**config.mk**
```make
export PLATFORM = sky130hd
export DESIGN_NAME = frame_buffer_writer
export DESIGN_NICKNAME = d
export VERILOG_FILES = /design/src/rtl/frame_buffer_writer.sv
export SDC_FILE = /design/constraint.sdc
export NUM_CORES = 1
export LEC_CHECK = 0
export CAP_MARGIN = 20
export CORE_MARGIN = 2
export CORE_UTILIZATION = 45
export DETAILED_ROUTE_END_ITERATION = 8
export PLACE_DENSITY = 0.59
export SLEW_MARGIN = 25
export SYNTH_ARGS = -nofsm -noshare
export SYNTH_HDL_FRONTEND = slang
export SYNTH_SLANG_ARGS = --single-unit
```
**constraint.sdc**
```tcl
create_clock -name clk_i -period 5.7 [get_ports clk_i]
set_input_delay 0.57 -clock clk_i [delete_from_list [all_inputs] [get_ports clk_i]]
set_output_delay 0.57 -clock clk_i [all_outputs]
set_load 0.005 [all_outputs]
```
**src/rtl/frame_buffer_writer.sv**
```systemverilog
// Camera pixel stream to SDRAM writer: FIFO buffering, frame arming and per-pixel addressing.
// Optional FBW_DOUBLE_BUFFER_EN adds a ping-pong write bank and the bank_o output.
module frame_buffer_writer #(
  parameter int ADDR_W       = 24,
  parameter int FRAME_PIXELS = 76800,
  parameter int BASE_ADDR    = 0,
  parameter int FIFO_AW      = 4
) (
  input  logic              clk_i,
  input  logic              rst_i,
  input  logic              vsync_i,
  input  logic              pixelReady_i,
  input  logic [15:0]       pixel_i,
  output logic              wr_o,
  output logic [ADDR_W-1:0] addr_o,
  output logic [15:0]       data_o,
  input  logic              done_i,
  output logic              frameDone_o,
  output logic              overflow_o
`ifdef FBW_DOUBLE_BUFFER_EN
  ,
  output logic              bank_o
`endif
);

  localparam int IDX_W = (FRAME_PIXELS > 1) ? $clog2(FRAME_PIXELS) : 1;
  localparam int CNT_W = $clog2(FRAME_PIXELS + 1);
  localparam int DEPTH = 1 << FIFO_AW;
  localparam logic [ADDR_W-1:0] BASE_A   = ADDR_W'(BASE_ADDR);
  localparam logic [CNT_W-1:0]  FRAME_N  = CNT_W'(FRAME_PIXELS);
  localparam logic [IDX_W-1:0]  LAST_IDX = IDX_W'(FRAME_PIXELS - 1);

  typedef enum logic {S_IDLE, S_WRITE} state_t;

  state_t                  r_state;
  logic                    r_vsync_d;
  logic                    r_armed;
  logic [CNT_W-1:0]        r_in_count;
  logic [CNT_W-1:0]        r_wr_count;
  logic [FIFO_AW:0]        r_wptr;
  logic [FIFO_AW:0]        r_rptr;
  logic [IDX_W-1:0]        r_cur_idx;
  logic [16+IDX_W-1:0]     r_mem [DEPTH];

  logic                    w_frame_start;
  logic                    w_empty;
  logic                    w_full;
  logic                    w_push_ok;
  logic                    w_push;
  logic                    w_pop;
  logic [16+IDX_W-1:0]     w_rd_entry;
  logic [ADDR_W-1:0]       w_issue_addr;

  assign w_frame_start = vsync_i & ~r_vsync_d;
  assign w_empty       = (r_wptr == r_rptr);
  assign w_full        = (r_wptr[FIFO_AW] != r_rptr[FIFO_AW]) &&
                         (r_wptr[FIFO_AW-1:0] == r_rptr[FIFO_AW-1:0]);
  assign w_push_ok     = pixelReady_i & r_armed & ~w_frame_start & (r_in_count < FRAME_N);
  assign w_push        = w_push_ok & ~w_full;
  assign w_pop         = (r_state == S_IDLE) & ~w_empty & ~w_frame_start;
  assign w_rd_entry    = r_mem[r_rptr[FIFO_AW-1:0]];

`ifdef FBW_DOUBLE_BUFFER_EN
  logic r_wb;
  logic r_cur_bank;
  assign w_issue_addr = BASE_A + (r_wb ? ADDR_W'(FRAME_PIXELS) : '0) +
                        ADDR_W'(w_rd_entry[16 +: IDX_W]);
`else
  assign w_issue_addr = BASE_A + ADDR_W'(w_rd_entry[16 +: IDX_W]);
`endif

  // Input side: frame tracking, pixel counting and FIFO write pointer.
  always_ff @(posedge clk_i or negedge rst_i) begin
    if (!rst_i) begin
      r_vsync_d  <= 1'b0;
      r_armed    <= 1'b0;
      r_in_count <= '0;
      r_wptr     <= '0;
      overflow_o <= 1'b0;
`ifdef FBW_DOUBLE_BUFFER_EN
      r_wb       <= 1'b0;
`endif
    end else begin
      r_vsync_d <= vsync_i;
      if (w_frame_start) begin
        r_armed    <= 1'b1;
        r_in_count <= '0;
        r_wptr     <= '0;
        overflow_o <= 1'b0;
`ifdef FBW_DOUBLE_BUFFER_EN
        r_wb       <= ~r_wb;
`endif
      end else if (w_push_ok) begin
        r_in_count <= r_in_count + CNT_W'(1);
        if (w_full) overflow_o <= 1'b1;
        else        r_wptr     <= r_wptr + (FIFO_AW+1)'(1);
      end
    end
  end

  always_ff @(posedge clk_i) begin
    if (w_push) r_mem[r_wptr[FIFO_AW-1:0]] <= {r_in_count[IDX_W-1:0], pixel_i};
  end

  // Output side: pop one entry, hold the request until the controller accepts it.
  always_ff @(posedge clk_i or negedge rst_i) begin
    if (!rst_i) begin
      r_state     <= S_IDLE;
      r_rptr      <= '0;
      r_wr_count  <= '0;
      r_cur_idx   <= '0;
      wr_o        <= 1'b0;
      addr_o      <= BASE_A;
      data_o      <= 16'h0000;
      frameDone_o <= 1'b0;
`ifdef FBW_DOUBLE_BUFFER_EN
      r_cur_bank  <= 1'b0;
      bank_o      <= 1'b0;
`endif
    end else begin
      frameDone_o <= 1'b0;
      if (r_state == S_IDLE) begin
        if (w_pop) begin
          r_rptr    <= r_rptr + (FIFO_AW+1)'(1);
          data_o    <= w_rd_entry[15:0];
          addr_o    <= w_issue_addr;
          r_cur_idx <= w_rd_entry[16 +: IDX_W];
          wr_o      <= 1'b1;
          r_state   <= S_WRITE;
`ifdef FBW_DOUBLE_BUFFER_EN
          r_cur_bank <= r_wb;
`endif
        end
      end else if (done_i) begin
        wr_o       <= 1'b0;
        r_wr_count <= r_wr_count + CNT_W'(1);
        r_state    <= S_IDLE;
        if (r_cur_idx == LAST_IDX) begin
          frameDone_o <= 1'b1;
`ifdef FBW_DOUBLE_BUFFER_EN
          bank_o      <= r_cur_bank;
`endif
        end
      end
      // A write already in flight finishes untouched; only queued pixels are flushed.
      if (w_frame_start) begin
        r_rptr     <= '0;
        r_wr_count <= '0;
      end
    end
  end

endmodule

```
==> metrics.txt <==
run status finished, final reports clean; die width approximately 230 um; area grow syn2layout 14.2%; Total GRT Usage 18.9%; Worst Clk Skew between 0.02 and 0.025 ns; final-report hold violation count 0; number of max-cap violations 0; Overflow after GRT 0; crit path DAT approximately 3.5 ns; Synth Flop Type edfxtp_1; worst-skew pair later-pin latency 0.61 ns; Detailed Place HPWL approximately 25 mm; wire length per cell about 26 um; Avg Cell Area, Syn between 20 and 25 um^2; Async S/R FF share, synth 11.1%; largest area contributor in the netlist edfxtp_1; H-tree levels 2; Routed WL 48.6 mm; TritonCTS Buffers 59; Fmax just over 300 MHz; Area contributors post-synth edfxtp_1, mux4_2, dfrtp_1, a22oi_1, a21o_1; FF-to-FF path depth 5; CTS Sinks slightly below 600; top post-synthesis cells by count edfxtp_1, mux4_2, a22oi_1, dfrtp_1, a21oi_1; Synth cell types 45; fin crit period between 3 and 4 ns; Site Rows 82; met2 routed WL between 20 and 25 mm; clk root buf clkbuf_16; worst vdd ir between 0.3 and 0.4 mV; reg-to-reg slack, setup 2.43 ns; CTS tree done; period utilization roughly 57%; WS Path Type register to register; Setup TNS 0 ns; met3 WL ~2.5 mm; Initial Utilization between 40 and 50%; Yosys warning total 0; CP required between 5 and 6 ns; sequential element share of the synthesized area between 70% and 80%; die height approximately 230 um; Routability Congestion a little over 0.7; largest net degree at the start of global routing 113; vias in the first global route 11400; Hold Path Class input pin to asynchronous set/reset pin; # hold bufs at CTS 0; Mapped Area approximately 23000 um^2; vias after detailed routing roughly 11000; Synth Register Bits between 500 and 600; dpl ws 1.95 ns; PnR worst setup slack between 2 and 2.5 ns; # diodes 0; fraction of layout cells with a size suffix above 1 between 20 and 25%; clock-pin slew on the worst setup and hold paths ~0.060 ns; postcts setup bufs 0; share of the synthesized area in the top cell type between 60% and 70%; unrepaired setup endpoints after global routing false; highest metal used met4; Nets 1185; FF-to-FF Start r_in_count[14]; initial antenna violation count 0; Worst Max-Slew Pin Slew around 1.1 ns; Port Buffers 56; PwrDens between 400 and 500 nW/um^2; Post-synth EDFFs between 500 and 600; Max Root-Sink Buffers 3; 1st-iter DRT viols a little under 900; die area around 53000 um^2; Max Transition Viols Final 0; FF-to-FF End r_mem[4][12]; crit start category register; Setup-failing EPs final 0; crit-path max FO 33; first-pass GRT wire length roughly 73 mm; most frequent cell after synthesis edfxtp_1; detailed-route vias per instance about 5.8; crit path capture type register; Post-Route M1 WL around 22 mm; drc violations 0; First-pass DRT Iterations 5; Pleak approximately 8.5 nW; cts repair resizes 0; Detail Route Antenna Nets 0; core area roughly 50000 um^2; Rel. slew slack 29.2%; I/O Pins 64; Syn Inst Count 1090
## layout by cell type (no fill, tap or decap), types with 6 or more instances in the layout
master,synthesis,routed
clkinv_2,0,11
clkdlybuf4s50_1,0,55
nand2_1,18,18
and3_2,0,7
clkbuf_1,25,13
a21oi_1,41,41
a21o_1,34,34
clkinv_1,0,14
mux4_2,132,132
xnor2_1,17,17
clkbuf_16,0,61
dfrtp_1,66,64
nor2_1,27,26
nand3_1,7,7
edfxtp_1,528,528
and3_4,0,8
buf_4,13,8
a22oi_1,66,66
conb_1,1,7
inv_1,6,6
ha_1,6,6
## worst max-delay path, cell delays in order (launching register included)
cell	delay, ns
dfrtp_1	0.68
o21ai_0	0.27
o21ai_1	0.10
buf_4	0.21
a211oi_4	0.59
and3_2	1.00
## final cells by class
class	instances	area, um^2
clock inverters	33	284
flip-flops and latches	594	17500
multi-input cells	428	5040
well taps	672	841
inverters	6	22.5
repair buffers	69	729
fillers	3907	24100
clock buffers	78	1630
## kinds of logic (layout without fill, tap and decap cells)
group | count (synthesis) | count (layout) | share of synthesized area (%)
AO/OA/AOI/OAI | 153 | 153 | 4.61
XOR/XNOR | 22 | 22 | 0.844
adder cells (fa/ha/maj) | 6 | 6 | 0.329
buffers and inverters | 74 | 186 | 1.72
flip-flops | 594 | 594 | 76.7
multiplexers | 137 | 137 | 13.2
other | 1 | 7 | 0.0164
AND/OR/NAND/NOR | 103 | 103 | 2.56
## per-stage QoR
step	cells	area (um^2)	power [mW]	hold slack, ns	util, %
final	1880	26100	11.7	0.0125	52.0
after global routing	1880	26100	12.3	0.0666	52.0
after CTS	1878	26000	11.9	0.0358	51.8
after detailed placement	1767	24100	8.04	0.466	48.0
after global placement	1765	24000	8.00	0.459	47.9
after floorplan	1096	22900	7.15	0.274	-
## registers in the layout (all words and copies together), names as in the netlist
signal       flops
r_mem          528
r_cur_idx       17
r_in_count      17
data_o          16
r_rptr           5
r_wptr           5
frameDone_o      1
overflow_o       1
r_armed          1
r_state          1
r_vsync_d        1
wr_o             1
## power by group
group	switching (mW)	internal, mW
Combinational	1.30	1.26
Sequential	0.278	5.08
Clock	1.59	2.23
Total	3.16	8.56
## per-layer routing
| layer | vias up | global-route usage, % |
|---|---|---|
| li1 | 4651 | - |
| met5 | - | 0 |
| met2 | 285 | 30.2 |
| met3 | 73 | 2.88 |
| met1 | 5802 | 27.4 |
| met4 | 0 | 5.40 |
## worst max path at each step
stage,startpoint,to,slack [ns],depth (start not counted)
floorplan,vsync_i,r_mem[3][0],1.46,6
global placement,vsync_i,r_mem[1][1],2.05,5
detailed placement,vsync_i,r_mem[2][5],1.95,5
CTS,r_in_count[14],r_mem[14][11],2.39,5
global route,r_in_count[14],r_mem[4][9],2.15,5
finish,r_in_count[14],r_mem[4][12],2.43,5
Note: power is estimated with default switching activity, not from simulation.
